## config.mk

```make
export PLATFORM = sky130hd
export DESIGN_NAME = octal_rr_arbiter
export DESIGN_NICKNAME = d
export VERILOG_FILES = /design/src/rtl/octal_rr_arbiter.sv
export SDC_FILE = /design/constraint.sdc
export NUM_CORES = 1
export LEC_CHECK = 0
export BUFFER_PORTS_ARGS = -buffer_cell sky130_fd_sc_hd__buf_4
export CAP_MARGIN = 25
export CELL_PAD_IN_SITES_DETAIL_PLACEMENT = 0
export CELL_PAD_IN_SITES_GLOBAL_PLACEMENT = 2
export CORE_MARGIN = 2
export CORE_UTILIZATION = 36
export CTS_CLUSTER_SIZE = 8
export DETAILED_ROUTE_END_ITERATION = 12
export PLACE_DENSITY_LB_ADDON = 0.1
export SYNTH_ARGS = -nofsm -noshare
export SYNTH_HDL_FRONTEND = slang
export SYNTH_SLANG_ARGS = --single-unit
```

## constraint.sdc

```tcl
create_clock -name clk -period 4.5 [get_ports clk]
set_clock_uncertainty 0.1 [all_clocks]
set_input_delay 0.45 -clock clk [delete_from_list [all_inputs] [get_ports clk]]
set_output_delay 0.45 -clock clk [all_outputs]
set_load 0.05 [all_outputs]
```

## src/rtl/octal_rr_arbiter.sv

```systemverilog
// Eight-way round-robin arbiter: one grant at a time, held until done, withdraw
// or watchdog expiry, with the search pointer rotated past the last grantee.
module octal_rr_arbiter #(
   parameter int N_REQ    = 8,
   parameter int IDX_W    = 3,
   parameter int MAX_HOLD = 16,
   parameter int CNT_W    = 5
) (
   input  logic             clk,
   input  logic             rst,
   input  logic [N_REQ-1:0] req,
   input  logic             done,
   output logic [N_REQ-1:0] gnt,
   output logic [IDX_W-1:0] gnt_idx,
   output logic             gnt_valid,
   output logic             timeout
);

   typedef enum logic {IDLE, GRANT} state_t;

   // Last value the hold counter may take; also its saturation point.
   localparam logic [CNT_W-1:0] CNT_LAST =
      (MAX_HOLD == 0) ? {CNT_W{1'b1}} : CNT_W'(MAX_HOLD - 1);
   localparam logic [N_REQ-1:0] ONE_HOT0 = {{(N_REQ-1){1'b0}}, 1'b1};

   state_t           state_reg;
   logic [IDX_W-1:0] ptr_reg;
   logic [CNT_W-1:0] hold_cnt_reg;

   logic [N_REQ-1:0] rot_req;
   logic [IDX_W-1:0] off_next;
   logic [IDX_W-1:0] sel_next;
   logic             withdraw;
   logic             expire;

   // Request vector rotated so that bit 0 is the requester at ptr_reg.
   generate
      for (genvar gi = 0; gi < N_REQ; gi++) begin : g_rot
         assign rot_req[gi] = req[ptr_reg + IDX_W'(gi)];
      end
   endgenerate

   always_comb begin
      off_next = '0;
      for (int i = N_REQ - 1; i >= 0; i--) begin
         if (rot_req[i]) off_next = IDX_W'(i);
      end
   end

   assign sel_next = ptr_reg + off_next;
   assign withdraw = !req[gnt_idx];
   assign expire   = (MAX_HOLD != 0) && (hold_cnt_reg == CNT_LAST);

   always_ff @(posedge clk) begin
      if (rst) begin
         state_reg    <= IDLE;
         ptr_reg      <= '0;
         hold_cnt_reg <= '0;
         gnt          <= '0;
         gnt_idx      <= '0;
         gnt_valid    <= 1'b0;
         timeout      <= 1'b0;
      end else begin
         case (state_reg)
            IDLE: begin
               timeout <= 1'b0;
               if (|req) begin
                  state_reg    <= GRANT;
                  gnt          <= ONE_HOT0 << sel_next;
                  gnt_idx      <= sel_next;
                  gnt_valid    <= 1'b1;
                  hold_cnt_reg <= '0;
               end
            end
            GRANT: begin
               if (done || withdraw || expire) begin
                  state_reg    <= IDLE;
                  ptr_reg      <= gnt_idx + 1'b1;
                  gnt          <= '0;
                  gnt_idx      <= '0;
                  gnt_valid    <= 1'b0;
                  hold_cnt_reg <= '0;
                  // A voluntary release in the same cycle suppresses the pulse.
                  timeout      <= !(done || withdraw);
               end else if (hold_cnt_reg != CNT_LAST) begin
                  hold_cnt_reg <= hold_cnt_reg + 1'b1;
               end
            end
            default: state_reg <= IDLE;
         endcase
      end
   end

endmodule
```

# Word level (Yosys, flattened, before mapping)
# Index checks and enable logic that the tools add are counted.
# Widths: inputs -> output; s select.
# word_totals
out_inout_bits	13
ff_bits	22
inputBits	11
# op_classes
add_sub_neg	10
shifts	1
bitwise	1
order_cmp	9
eq_ne	5
reduce_logical	8
muxes	44
# ops
operator	count
$lt 3x4->1 const B	9
$mux 3	10
$bmux 1 s3	9
$mux 8	2
$pmux 8 s2	1
$mux 5	3
$mux 1	14
$add 3x3->3 const B	4
$pmux 5 s2	1
$reduce_or 8->1	1
$shl 1x3->8 const A	1
$add 3x1->3 const B	2
$add 3x2->3 const B	2
$pmux 1 s2	3
$pmux 3 s2	1
$reduce_and 2->1	3
$add 5x1->5 const B	1
$eq 5x4->1 const B	1
$ne 5x4->1 const B	1
$add 3x3->3	1
$ne 3x1->1 const B	1
$logic_not 1->1	2
$logic_or 1x1->1	2
$ne 2x1->1 const B	1
other kinds (2)	2

# Longest topological paths before layout
# Gate-level depths: netlist of run 1.
# depth
word_depth	15
depth_mapped	16

# Least setup slack after synthesis of run 1
# OpenSTA, ideal clock, no wires.
# synth_path
kind	register to register
startpoint	register ptr_reg[0]
endpoint	register gnt[6]
stages_incl_launch_ff	16
required_time_ns	4.283
path_buffers	2
path_slack_ns	0.789
t_arrival_ns	3.494
cell_sequence	dfxtp_1 > buf_6 > inv_1 > ha_1 > buf_4 > mux2i_1 > mux2_2 > mux2_2 > a211o_1 > a22oi_1 > ha_1 > inv_1 > fa_1 > xnor2_1 > xnor2_4 > a32o_2
# synth_between
elab_chain_len	15
# synth_lines
element	line	source
start, declared	27	logic [IDX_W-1:0] ptr_reg;
start signal, assigned	78	ptr_reg <= gnt_idx + 1'b1;
$add 3x3->3	39	assign rot_req[gi] = req[ptr_reg + IDX_W'(gi)];
$bmux 1 s3	39	
$mux 1 (not written as such)	39	
$mux 3 (8 in a row)	46	if (rot_req[i]) off_next = IDX_W'(i);
$add 3x3->3 (*)	50	assign sel_next = ptr_reg + off_next;
$shl 1x3->8 (*)	69	gnt <= ONE_HOT0 << sel_next;
$mux 8 (*)	67	if (|req) begin
$pmux 8 s2 (*)	64	case (state_reg)
end signal, assigned	69	
end, declared	13	output logic [N_REQ-1:0] gnt,
# Mark *: on every way between the ends. The rest lies on a longest branch, timed or not. The select of a mux whose other input is x is not followed.
# A chain may end at the register's enable or synchronous reset.

# Worst setup path after layout of run 1
# layout_path
startpoint	register ptr_reg[1]
endpoint	register gnt[6]
# Same word-level chain as after synthesis.

==> impl_metrics.py, run 1 <==
metrics = {
    "worst_setup_path": {
        "startpoint_type": "flop",
        "crit_path_max_fanout": 9,
        "rr_startpoint": "ptr_reg[1]",
        "end_kind": "flop",
        "r2r_slack_ns": 0.68,
        "required_ns": 4.55,
        "r2r_end": "gnt[6]",
        "crit_type": "flop to flop",
        "crit_slowest_cell": "ha_1",
        "crit_path_max_incr_delay_ns": 0.44,
        "rr_worst_depth": 14,
        "cp_data_arrival_time_ns": 3.87,
        "crit_chain": "buf_4 > inv_1 > ha_1 > mux2i_1 > mux2_2 > mux2_2 > a211o_1 > a22oi_1 > ha_1 > inv_1 > fa_1 > xnor2_1 > xnor2_4 > a32o_2",
    },
    "place": {
        "hpwl_um": 2830,
        "place_congestion": 0.797,
        "pre_cts_slack_ns": 0.663,
        "io_buffer_count": 23,
    },
    "floorplan": {
        "die_h_um": 71.6,
        "io_pins": 24,
        "start_util_pct": 37.6,
        "fp.dieW_um": 71.6,
        "row_count": 24,
        "core_area_sq_um": 4380,
        "dieArea_sq_um": 5130,
    },
    "clocking": {
        "cts_resized": 0,
        "clockBufferDepth": 2,
        "h-tree-depth": 1,
        "hold_buffers": 0,
        "clkTransAtPathRegs_ns": 0.07,
        "cts_tree": "yes",
        "post_cts_buffers": 0,
        "cts_sinks": 22,
        "cts-root-buf": "clkbuf_8",
        "numCtsBuffers": 3,
        "clk_latency_ns": 0.25,
    },
    "yosys": {
        "synth-async-reset-ratio_pct": 0,
        "yosysUniqueCellTypes": 49,
        "synth-seq-cells": 22,
        "syn-mean-instance-area_sq_um": 10.0,
        "syn_inst": 164,
        "seq_area_frac_synth_pct": 26.7,
        "synth_edf_count": 0,
        "yosysWarnings": 0,
        "synthesis.nets": 182,
        "netlist_area_sq_um": 1650,
        "synth_top_flop_cell": "dfxtp_1",
    },
    "detailed_routing": {
        "postRouteAntennaNets": 0,
        "first_iter_violations": 43,
        "wl_per_cell_um": 15.1,
        "vias_per_cell": 5.46,
        "dr.pass1.iters": 4,
        "num_vias": 1295,
        "finalWirelength_um": 3570,
        "drcViolationCount": 0,
    },
    "grt": {
        "grt_util_all_layers_pct": 15.7,
        "grt_max_degree": 15,
        "first_global_vias": 1322,
        "overflow": 0,
        "antenna_found_initial": 0,
        "grt_first_pass_wirelength_um": 6420,
    },
    "finish": {
        "n_fill_cell": 447,
        "mostFrequentLayoutCell": "buf_4",
        "multiInputGateArea_sq_um": 1130,
        "nets": 205,
        "final_cell_mix": "25 x buf_4, 24 x nor2_1, 22 x dfxtp_1",
        "diodes": 0,
        "largest_reg_flops": 8,
        "syn_to_final_growth_pct": 15.0,
        "regArea_sq_um": 440,
        "drive_gt1_share_pct": 29.7,
    },
    "sta": {
        "setup-violations-final": 0,
        "maxSlewViolCount": 0,
        "max_freq_mhz": 262,
        "fin_crit_sh_pct": 84.9,
        "fin_crit_ns": 3.82,
        "worstMarginPinSlew_ns": 0.594,
        "setup_ws_ns": 0.680,
        "finalHoldViolCount": 0,
        "rsz0062_at_grt": "no",
        "tns_ns": 0,
        "slew_headroom_pct": 60.3,
    },
    "outcome": {
        "status": "finished clean",
    },
    "power_and_ir_drop": {
        "cellPowerDensity_nw_per_um2": 547,
        "power.total_uw": 1040,
        "power.leakage_uw": 0.000774,
        "ir_worst_vdd_mv": 0.275,
    },
    "hold_path": {
        "hold_class": "primary input to flop",
        "min-delay-start": "done",
        "hold_path_end": "timeout",
        "min_path_cells": 2,
    },
    "flow_run": {
        "maxCapViolCount": 0,
    },
}
## worst max-delay path, delay by kind of cell, from the launching register on
kind	cells	cell delay, ns
flip-flops	1	0.31
adder cells (fa/ha/maj)	3	0.98
XOR/XNOR	2	0.51
multiplexers	3	0.77
AO/OA/AOI/OAI	3	0.73
buffers and inverters	3	0.32
## layout make-up
class,instances,area share [%]
well taps,52,3.43
repair buffers,25,9.91
multi-input cells,126,59.4
clock buffers,3,2.18
inverters,9,1.78
flip-flops and latches,22,23.2
## Yosys cell counts, types with 2 or more instances
master / number / share of area [%]
clkbuf_1: 3 / 0.68
buf_6: 2 / 1.4
a21oi_1: 9 / 2.7
mux4_1: 2 / 3.2
o21ai_1: 3 / 0.91
inv_1: 9 / 2.1
dfxtp_1: 22 / 27
xnor2_1: 2 / 1.1
nand2b_1: 2 / 0.76
nand3_1: 2 / 0.61
nor2_1: 24 / 5.5
nor4_1: 2 / 0.76
xor2_1: 3 / 1.6
a22oi_1: 3 / 1.4
nand3b_1: 3 / 1.4
o21ai_0: 3 / 0.91
nor2b_1: 4 / 1.5
mux2_2: 3 / 2.1
ha_1: 6 / 4.6
mux4_2: 9 / 12
a22o_1: 4 / 2.1
nand2_1: 8 / 1.8
nor3_1: 2 / 0.61
mux2i_1: 8 / 4.9
mux2_4: 2 / 1.8
## power breakdown
part           switching, uW  leakage [uW]  total [uW]  internal (uW)
Combinational            370      0.000574         649            279
Clock                   58.2     0.0000216         118           59.6
Sequential              39.4      0.000179         270            231
## metal layers
| metal | part of all wire (%) | wire length (um) | vias up | track usage (%) |
|---|---|---|---|---|
| met5 | 0 | 0 | - | 0 |
| met4 | 0.95 | 34 | 0 | 2.94 |
| met3 | 3.5 | 126 | 6 | 3.66 |
| met2 | 48 | 1730 | 24 | 27.2 |
| met1 | 47 | 1680 | 622 | 20.3 |
| li1 | - | - | 643 | - |
## metrics by stage
stage	hold slack, ns	cells	instance area (sq um)	util [%]
after floorplan	0.354	164	1650	-
after global placement	0.339	234	1850	42.3
after detailed placement	0.342	234	1850	42.3
after CTS	0.254	237	1890	43.2
after global routing	0.243	237	1890	43.2
final	0.263	237	1890	43.2
## kinds of logic after synthesis
family / count (synthesis) / share of synthesized area (%)
simple gates: 55 / 17.9
compound gates: 33 / 14.8
mux: 25 / 25.6
flops: 22 / 26.7
buf+inv: 16 / 4.86
fa+ha+maj: 7 / 5.78
xor+xnor: 6 / 4.33
## worst max-delay path by stage
stage                           from  endpoint  cells past startpoint
after floorplan           ptr_reg[0]    gnt[6]                     15
after global placement    ptr_reg[1]    gnt[6]                     14
after detailed placement  ptr_reg[1]    gnt[6]                     14
after CTS                 ptr_reg[1]    gnt[6]                     14
after global routing      ptr_reg[1]    gnt[6]                     14
final                     ptr_reg[1]    gnt[6]                     14
Note: power is estimated with default switching activity, not from simulation.
==> run 2, diff against run 1 <==
clock period = 3.8 ns   (was 4.5 ns; I/O delays follow)
==> impl_metrics.py, run 2 (synthesis gave the netlist of run 1 again) <==
metrics = {
    "grt": {
        "first_global_vias": 1243,
        "grt_first_pass_wirelength_um": 6040,
        "overflow": 0,
        "grt_util_all_layers_pct": 14.4,
        "grt_max_degree": 14,
        "antenna_found_initial": 0,
    },
    "detailed_routing": {
        "dr.pass1.iters": 4,
        "finalWirelength_um": 3420,
        "wl_per_cell_um": 14.3,
        "vias_per_cell": 5.34,
        "drcViolationCount": 0,
        "postRouteAntennaNets": 0,
        "first_iter_violations": 58,
        "num_vias": 1276,
    },
    "worst_setup_path": {
        "crit_chain": "inv_1 > ha_1 > mux2i_1 > mux2_2 > mux2_2 > a211o_1 > a22oi_1 > ha_1 > inv_1 > fa_1 > xnor2_2 > xnor2_4 > a32o_2",
        "cp.depth": 13,
        "required_ns": 3.87,
        "cp-endpoint": "gnt[6]",
        "cpLargestDelayFamily": "adder cells",
        "r2r_slack_ns": 0.26,
        "startpoint_type": "flop",
        "crit_path_max_fanout": 9,
        "critical_path.startpoint": "ptr_reg[0]",
        "cp_data_arrival_time_ns": 3.61,
        "r2r_end": "gnt[6]",
        "crit_type": "flop to flop",
        "worst-path-buf-inv": 2,
        "rr_worst_depth": 13,
        "end_kind": "flop",
        "crit_path_max_incr_delay_ns": 0.41,
        "rr_startpoint": "ptr_reg[0]",
        "crit_slowest_cell": "ha_1",
    },
    "flow_run": {
        "maxCapViolCount": 0,
    },
    "sta": {
        "max_freq_mhz": 282,
        "slew_headroom_pct": 58.9,
        "finalHoldViolCount": 0,
        "maxSlewViolCount": 0,
        "setup-violations-final": 0,
        "tns_ns": 0,
        "fin_crit_ns": 3.54,
        "fin_crit_sh_pct": 93.3,
        "whs_ns": 0.187,
        "worstMarginPinSlew_ns": 0.617,
        "rsz0062_at_grt": "no",
    },
    "floorplan": {
        "core_area_sq_um": 4380,
        "row_count": 24,
        "io_pins": 24,
        "start_util_pct": 37.6,
        "fp.dieW_um": 71.6,
        "dieArea_sq_um": 5130,
        "die_h_um": 71.6,
    },
    "finish": {
        "drive_gt1_share_pct": 31.0,
        "final_util_pct": 44.2,
        "regArea_sq_um": 440,
        "mostFrequentLayoutCell": "buf_4",
        "n_fill_cell": 416,
        "nets": 206,
        "syn_to_final_growth_pct": 17.8,
        "final_cell_mix": "26 x buf_4, 24 x nor2_1, 22 x dfxtp_1",
        "postLayoutCellArea_sq_um": 1940,
        "largest_reg_flops": 8,
        "diodes": 0,
        "multiInputGateArea_sq_um": 1130,
    },
    "hold_path": {
        "min_path_cells": 2,
        "hold_class": "primary input to flop",
    },
    "clocking": {
        "clkTransAtPathRegs_ns": 0.08,
        "cts-root-buf": "clkbuf_8",
        "clockBufferDepth": 2,
        "hold_buffers": 0,
        "cts_sinks": 22,
        "h-tree-depth": 1,
        "clk_latency_ns": 0.27,
        "cts_tree": "yes",
        "post_cts_buffers": 0,
        "numCtsBuffers": 3,
        "cts_resized": 0,
    },
    "place": {
        "hpwl_um": 2680,
        "io_buffer_count": 23,
        "place_congestion": 0.899,
        "placed_cell_area_sq_um": 1860,
    },
    "power_and_ir_drop": {
        "cellPowerDensity_nw_per_um2": 677,
        "ir_worst_vdd_mv": 0.347,
        "power.leakage_uw": 0.000802,
    },
    "outcome": {
        "status": "finished clean",
    },
}
## run 2: changes by cell type in the layout (fill, tap and decap cells not counted), sizes merged
cell | previous run | this run
buf | 25 | 26
bufinv | 0 | 1
## run 2: layer usage
metal / global-route usage (%) / part of all wire [%] / up-vias
li1: - / - / 649
met1: 21.3 / 52 / 606
met2: 22.7 / 45 / 21
met3: 3.38 / 3.6 / 0
met4: 0.629 / 0 / 0
met5: 0 / 0 / -
## run 2: cell type report
cell class | count | share of cell area (%)
Multi-Input combinational cell | 126 | 58.5
Sequential cell | 22 | 22.7
Timing Repair Buffer | 26 | 10.1
Tap cell | 52 | 3.35
Clock buffer | 3 | 2.13
Inverter | 9 | 1.74
Clock inverter | 1 | 1.55
## run 2: where the power goes
part / switching [uW] / internal [uW] / total [uW] / leakage (uW)
registers: 41.2 / 274 / 315 / 0.000179
logic: 446 / 335 / 781 / 0.000587
clock network: 76.1 / 141 / 217 / 0.0000357
## run 2: worst min path at each step
stage,startpoint,endpoint,slack (ns)
CTS,done,timeout,0.18
global route,done,timeout,0.18
detailed placement,gnt[3],gnt[3],0.34
finish,done,timeout,0.19
floorplan,hold_cnt_reg[3],hold_cnt_reg[3],0.35
global placement,gnt[3],gnt[3],0.34
## run 2: metrics by stage
stage	setup slack, ns	total power (uW)	std cells
CTS	0.136	1320	239
global route	0.0213	1410	239
detailed placement	0.150	1100	235
finish	0.256	1310	239
global placement	0.223	1100	235
floorplan	0.0886	944	164
## run 2: worst reg2reg max path: cells and delay by family, from the launching register on
family | cells | cell delay (ns)
adder cells (fa/ha/maj) | 3 | 0.99
multiplexers | 3 | 0.79
AO/OA/AOI/OAI | 3 | 0.73
XOR/XNOR | 2 | 0.40
flip-flops | 1 | 0.33
buffers and inverters | 2 | 0.13
